## src/rtl/irq_service_ctrl.sv

```systemverilog
// irq_service_ctrl: picks the highest-priority enabled pending interrupt,
// waits for an instruction boundary, captures EPC, redirects the CPU to the
// source's handler vector, pulses a clear to that source, and blocks nesting
// until ERET.
module irq_service_ctrl #(
    parameter int unsigned N_SRC      = 4,
    parameter logic [31:0] VEC_BASE   = 32'h0000_0100,
    parameter logic [31:0] VEC_STRIDE = 32'h0000_0010
) (
    input  logic             clk,
    input  logic             rst,
    input  logic [N_SRC-1:0] irq_pending,
    output logic [N_SRC-1:0] irq_clear,
    input  logic             mask_we,
    input  logic [N_SRC-1:0] mask_wdata,
    output logic [N_SRC-1:0] irq_mask,
    input  logic             instr_boundary,
    input  logic [31:0]      pc_cur,
    input  logic             eret,
    output logic             int_take,
    output logic [31:0]      int_vector,
    output logic [31:0]      epc,
    output logic             in_service,
    output logic [2:0]       active_id
);

    typedef enum logic [1:0] {
        IDLE    = 2'd0,
        TAKE    = 2'd1,
        SERVICE = 2'd2
    } state_t;

    state_t           state;
    state_t           state_nxt;
    logic [N_SRC-1:0] eligible;
    logic [2:0]       winner;
    logic             found;
    logic             decide;

    // Fixed-priority pick of the lowest enabled pending source.
    always_comb begin
        eligible = irq_pending & irq_mask;
        winner   = '0;
        found    = 1'b0;
        for (int unsigned i = 0; i < N_SRC; i++) begin
            if (eligible[i] && !found) begin
                winner = 3'(i);
                found  = 1'b1;
            end
        end
        decide = (state == IDLE) && instr_boundary && found;
    end

    // Next-state logic for the service sequence.
    always_comb begin
        state_nxt = state;
        case (state)
            IDLE:    if (decide) state_nxt = TAKE;
            TAKE:    state_nxt = SERVICE;
            SERVICE: if (eret) state_nxt = IDLE;
            default: state_nxt = IDLE;
        endcase
    end

    // State register.
    always_ff @(posedge clk) begin
        if (rst) begin
            state <= IDLE;
        end else begin
            state <= state_nxt;
        end
    end

    // Mask register and capture of source, return address and vector at the decision.
    always_ff @(posedge clk) begin
        if (rst) begin
            irq_mask   <= '1;
            active_id  <= '0;
            epc        <= '0;
            int_vector <= VEC_BASE;
        end else begin
            if (mask_we) begin
                irq_mask <= mask_wdata;
            end
            if (decide) begin
                active_id  <= winner;
                epc        <= pc_cur;
                int_vector <= VEC_BASE + VEC_STRIDE * {29'd0, winner};
            end
        end
    end

    // Outputs decode from registered state only, so none depend on inputs directly.
    always_comb begin
        int_take   = (state == TAKE);
        in_service = (state == SERVICE);
        irq_clear  = '0;
        for (int unsigned i = 0; i < N_SRC; i++) begin
            irq_clear[i] = (state == TAKE) && (active_id == 3'(i));
        end
    end

endmodule
```

## config.mk

```make
export PLATFORM = sky130hd
export DESIGN_NAME = irq_service_ctrl
export DESIGN_NICKNAME = d
export VERILOG_FILES = /design/src/rtl/irq_service_ctrl.sv
export SDC_FILE = /design/constraint.sdc
export NUM_CORES = 1
export LEC_CHECK = 0
export CORE_UTILIZATION = 35
export CTS_CLUSTER_SIZE = 24
export DETAILED_ROUTE_END_ITERATION = 6
export PLACE_DENSITY = 0.8
export SYNTH_ARGS = -nofsm -noshare
export SYNTH_HDL_FRONTEND = slang
export SYNTH_SLANG_ARGS = --single-unit
```

## constraint.sdc

```tcl
create_clock -name clk -period 1.51 [get_ports clk]
set_input_delay 0.2265 -clock clk [delete_from_list [all_inputs] [get_ports clk]]
set_output_delay 0.2265 -clock clk [all_outputs]
set_load 0.005 [all_outputs]
```

==> flow_metrics.tcl, run 1 <==
set metrics [dict create \
    status "complete, no violations" \
    synthFlopType "dfxtp_1" \
    fmax_ghz 0.685 \
    core_um2 4820 \
    num-fill-cells 456 \
    p_switching_uw 609 \
    synth_edf_count 0 \
    grt_pass1_vias 1436 \
    path_delay_family "buffers and inverters" \
    ys_async_sr_fraction 0 \
    syn_inst 212 \
    fp.dieH_um 73.5 \
    drt_iter0_markers 49 \
    vias 1630 \
    critPathBufInv 1 \
    hold_viol_final 0 \
    synthesis.area_um2 1790 \
    critical_path_required_ps 1280 \
    antenna_found_initial 0 \
    path_class "flop to primary output" \
    synth_top_area_cell "dfxtp_1" \
    fin_setup_tns_ps 0 \
    htree_levels 2 \
    initial_core_util 0.371 \
    p_leak_uw 0.00113 \
    finalNetCount 354 \
    dpl.hpwl_mm 3.06 \
    rrSetupSlack_ps 80 \
    ant_nets 0 \
    final-setup-viol-count 0 \
    ys_ff_latch 40 \
    synth_common_cells "nand2_1 (67), dfxtp_1 (40), buf_4 (36)" \
    synth_most_common_cell "nand2_1" \
    finalCritPeriodShare 0.967 \
    dpl.cell_count 366 \
    max_stage_delay_ps 540 \
    syn_to_final_growth_pct 56.8 \
    routed_wirelength_mm 4.21 \
    dieArea_um2 5400 \
    clkPwrFrac 0.258 \
    synth-seq-area-share 0.448 \
    worstPathArrival_ps 1230 \
    p_comb_frac 0.253 \
    post-route-util 0.582 \
    vdd_drop_max_mv 0.477 \
    synth.distinct_cells 24 \
    clockBufferDepth 2 \
    synth_warnings 0 \
    routedWlPerCell_um 11.3 \
    rows 25 \
    start_kind "flop" \
    synth_top_area_share 0.448 \
    synth_area_per_cell_um2 8.43 \
    grt_remaining_overflow 0 \
    vias_per_cell 4.36 \
    drv_cap 0 \
    preCtsSetupSlack_ps -188 \
    synthTopCellsByArea "dfxtp_1 (45%), buf_4 (15%), nand2_1 (14%)" \
    internal_power_uw 1800 \
    cp-end-kind "primary output" \
    place_congestion 0.710 \
    cp_max_fo 4 \
    stdcell_count 374 \
    p_per_area_nw_per_um2 859 \
    num_io_pins 122 \
    grt_pass1_wl_mm 6.27 \
    slowest_stage "clkdlybuf4s50_1" \
    clock_sinks 40 \
    firstDrtPassIters 4 \
    drc 0 \
    skew_ps 3.75 \
    clkTransAtPathRegs_ps 70 \
    final_layout_size_suffix_gt1_frac 0.124 \
    track_usage 0.152 \
    grt_max_degree 22 \
    cp_cell_sequence "clkdlybuf4s50_1" \
    hold_path.class "input port to flop" \
    root_buffer "clkbuf_8" \
    antennaDiodeCount 0 \
    port_buffers 90 \
    layout_min_cycle_time_ps 1460 \
    final_max_slew_viol_count 0 \
    fin_ws_ps 50.3 \
    clk_latency_ps 280 \
    cts_tree "yes" \
    swShare 0.253 \
    cts_buffers 5 \
    seqPwrFrac 0.489 \
    cts_hold_buf 0 \
    fp.dieW_um 73.5 \
]
-- power groups by stage --
stage          registers, uW  clock network (uW)  logic [uW]
2_1_floorplan           1210                   0         294
3_3_place_gp            1200                   0         577
3_5_place_dp            1200                   0         582
4_1_cts                 1180                 648         584
5_1_grt                 1190                 684         668
6_report                1180                 620         609
-- state kept, by name (all words and copies together), names as in the netlist --
signal / flops
int_vector: 2
irq_mask: 4
state: 2
epc: 32
-- cells in the final DEF (no fill, tap or decap), types with 2 or more instances in the layout --
cell             Yosys  layout
dfxtp_2              0       2
a21oi_2              8       9
clkdlybuf4s50_1      0      83
buf_12               0       3
buf_4               36      10
a21oi_1             27      26
nand2_1             67      67
dlygate4sd2_1        0       6
conb_1               2      31
dfxtp_1             40      37
clkbuf_8             0       5
nor2_1               2       2
a211o_1              5       5
nor2b_1              5       5
-- logic make-up after synthesis --
family / Yosys count / share of synthesized area
buffers and inverters: 44 / 0.181
other: 2 / 0.00420
and+or+nand+nor: 80 / 0.190
DFF: 40 / 0.448
AOI/OAI and AO/OA: 46 / 0.177
-- final cells by class --
type,count,area [um2],share of cell area
clock buffers,5,68.8,0.0246
inverters,1,3.75,0.00134
multi-input cells,157,791,0.282
flip-flops and latches,40,807,0.288
well taps,67,83.8,0.0299
repair buffers,104,1050,0.374
-- metrics by stage --
| step | total power [uW] | hold WS, ps | cell area (um2) |
|---|---|---|---|
| after floorplan | 1500 | 344 | 1900 |
| after global routing | 2540 | 379 | 2800 |
| after global placement | 1780 | 441 | 2680 |
| after detailed placement | 1780 | 446 | 2680 |
| final | 2410 | 363 | 2800 |
| after CTS | 2410 | 367 | 2750 |
-- worst paths after layout --
check / start / end / cells past startpoint
worst max-delay path: irq_mask[0]$_SDFFE_PP1P_ / irq_mask[0] / 1
worst min-delay path: rst / epc[17]$_SDFFE_PP0P_ / 2
worst max register to register: state[0]$_SDFFE_PP0P_ / epc[28]$_SDFFE_PP0P_ / 6
worst min register to register: epc[23]$_SDFFE_PP0P_ / epc[23]$_SDFFE_PP0P_ / 2
-- worst reg2reg max path, cell delays in order (launching register included) --
cell and delay [ps]:
dfxtp_2 340, buf_4 140, nor3b_4 310, o21a_4 240
buf_12 150, nand2_1 60, a21oi_1 130
-- routing by layer --
metal	GRT usage	wire length (um)
met5	0	0
met4	0.0491	8
met3	0.0590	364
met2	0.268	2130
met1	0.165	1710
-- repair_timing --
| item | 4_1_cts | 5_1_grt |
|---|---|---|
| pin swaps | 0 | 1 |
| gates cloned | 0 | 1 |
| setup endpoints to repair | 10 | 20 |
| gates resized for setup | 10 | 4 |
| buffers inserted | 0 | 2 |
(Power assumes the default switching activity.)
==> inputs of run 2 (changes only) <==
--- a/config.mk
+++ b/config.mk
@@ -9,6 +9,7 @@
 export CTS_CLUSTER_SIZE = 24
 export DETAILED_ROUTE_END_ITERATION = 6
 export PLACE_DENSITY = 0.8
+export SKIP_LAST_GASP = 1
 export SYNTH_ARGS = -nofsm -noshare
 export SYNTH_HDL_FRONTEND = slang
 export SYNTH_SLANG_ARGS = --single-unit
==> run 2 against run 1 <==
Clock skew unchanged. Wire length about the same. Global-route usage unchanged. Fmax unchanged. Sequential share of layout area about the same. Total power about the same. Non-clock buffer count unchanged. Setup slack unchanged. Final cell count unchanged. Die area unchanged. First-iteration DRC count unchanged. Critical path depth unchanged. Critical endpoint unchanged. Largest cell class unchanged. Highest routed layer unchanged.
==> flow_metrics.tcl, run 2 (same netlist as run 1, synthesis figures left out) <==
set metrics [dict create \
    status "complete, no violations" \
    final_cell_mix "clkdlybuf4s50_1 (83), nand2_1 (67), dfxtp_1 (37)" \
    ant_nets 0 \
    firstDrtPassIters 4 \
    top_regs "epc (32), irq_mask (4)" \
    clock_sinks 40 \
    worstPathArrival_ps 1230 \
    clockBufferDepth 2 \
    layout_min_cycle_time_ps 1460 \
    routed_wirelength_mm 4.21 \
    hold_path.class "input port to flop" \
    drv_cap 0 \
    cts_buffers 5 \
    p_per_area_nw_per_um2 858 \
    grt_pass1_wl_mm 6.27 \
    vdd_drop_max_mv 0.477 \
    largest-register "epc" \
    preCtsSetupSlack_ps -188 \
    rows 25 \
    vias 1630 \
    core_um2 4820 \
    fp.dieW_um 73.5 \
    final-setup-viol-count 0 \
    vias_per_cell 4.36 \
    num_io_pins 122 \
    clk_latency_ps 280 \
    antenna_found_initial 0 \
    critical_path_required_ps 1280 \
    start_kind "flop" \
    cts_tree "yes" \
    max_stage_delay_ps 540 \
    finalCritPeriodShare 0.967 \
    antennaDiodeCount 0 \
    drc 0 \
    initial_core_util 0.371 \
    path_delay_family "buffers and inverters" \
    grt_remaining_overflow 0 \
    seq_area_um2 807 \
    cp-end-kind "primary output" \
    final_max_slew_viol_count 0 \
    htree_levels 2 \
    grt_pass1_vias 1436 \
    clkTransAtPathRegs_ps 70 \
    fmax_ghz 0.685 \
    cp_cell_sequence "clkdlybuf4s50_1" \
    num-fill-cells 454 \
    path_class "flop to primary output" \
    port_buffers 90 \
    critPathLaunch "irq_mask[0]$_SDFFE_PP1P_" \
    timing.hold.ws_ps 363 \
    grt_max_degree 22 \
    syn_to_final_growth_pct 57.0 \
    root_buffer "clkbuf_8" \
    critPathBufInv 1 \
    layout_commonest_cell "clkdlybuf4s50_1" \
    dieArea_um2 5400 \
    finalNetCount 354 \
    drt_iter0_markers 49 \
    skew_ps 3.75 \
    dpl.hpwl_mm 3.06 \
    hold_viol_final 0 \
    cp_max_fo 4 \
    place_congestion 0.710 \
    p_leak_uw 0.00114 \
    routedWlPerCell_um 11.3 \
    largest_register_ffs 32 \
    final_layout_size_suffix_gt1_frac 0.124 \
    track_usage 0.152 \
    slowest_stage "clkdlybuf4s50_1" \
    fin_ws_ps 50.3 \
    fp.dieH_um 73.5 \
    multi_input_area_um2 791 \
    holdCritStartpoint "rst" \
    r2r-start "state[0]$_SDFFE_PP0P_" \
]
-- run 2: cell count changes in the layout (fill, tap and decap cells not counted), sizes merged --
cell	delta
dlymetal6s2s	+1
dlygate4sd2	-1
-- run 2: path summary, 6_finish.rpt --
kind,endpoint,slack [ps],depth (start not counted)
worst min register to register,epc[23]$_SDFFE_PP0P_,450,2
worst max register to register,epc[28]$_SDFFE_PP0P_,80,6
worst min-delay path,epc[17]$_SDFFE_PP0P_,360,2
worst max-delay path,irq_mask[0],50,1
-- run 2: timing repair --
action / 4_1_cts / 5_1_grt
pin swaps: 0 / 1
gates resized for setup: 9 / 5
setup buffers: 0 / 2
hold buffers: 0 / 0
endpoints found under the setup margin: 10 / 21
gates cloned: 0 / 1
-- run 2: metal layers --
layer  global-route usage  vias up  wire [um]
li1                     -      811          -
met1                0.165      745       1710
met2                0.268       72       2130
met3               0.0590        2        364
met4               0.0491        0          8
met5                    0        -          0
-- run 2: area by class of cell --
type | count | share of cell area
inverters | 1 | 0.00134
well taps | 67 | 0.0299
clock buffers | 5 | 0.0245
repair buffers | 104 | 0.375
multi-input cells | 157 | 0.282
flip-flops and latches | 40 | 0.288
-- run 2: per-stage QoR --
step / util / cells / cell area, um2 / setup TNS [ps] / power (uW)
floorplan: - / 241 / 1900 / 0 / 1500
global placement: 0.556 / 366 / 2680 / -3930 / 1780
detailed placement: 0.556 / 366 / 2680 / -4930 / 1780
CTS: 0.571 / 371 / 2750 / -178 / 2410
global route: 0.583 / 374 / 2810 / -0.134 / 2540
finish: 0.583 / 374 / 2810 / 0 / 2410
-- run 2: power by group --
| part | internal [uW] | switching, uW | leakage [uW] | total [uW] |
|---|---|---|---|---|
| logic | 369 | 241 | 0.000775 | 609 |
| clock network | 298 | 323 | 0.0000359 | 620 |
| registers | 1130 | 46.2 | 0.000330 | 1180 |
==> inputs of run 3 (changes only) <==
--- a/config.mk
+++ b/config.mk
@@ -5,6 +5,7 @@
 export SDC_FILE = /design/constraint.sdc
 export NUM_CORES = 1
 export LEC_CHECK = 0
+export CAP_MARGIN = 20
 export CORE_UTILIZATION = 35
 export CTS_CLUSTER_SIZE = 24
 export DETAILED_ROUTE_END_ITERATION = 6
==> results of run 3 <==
The final DEF is identical to that of run 2; final timing and power are the same.
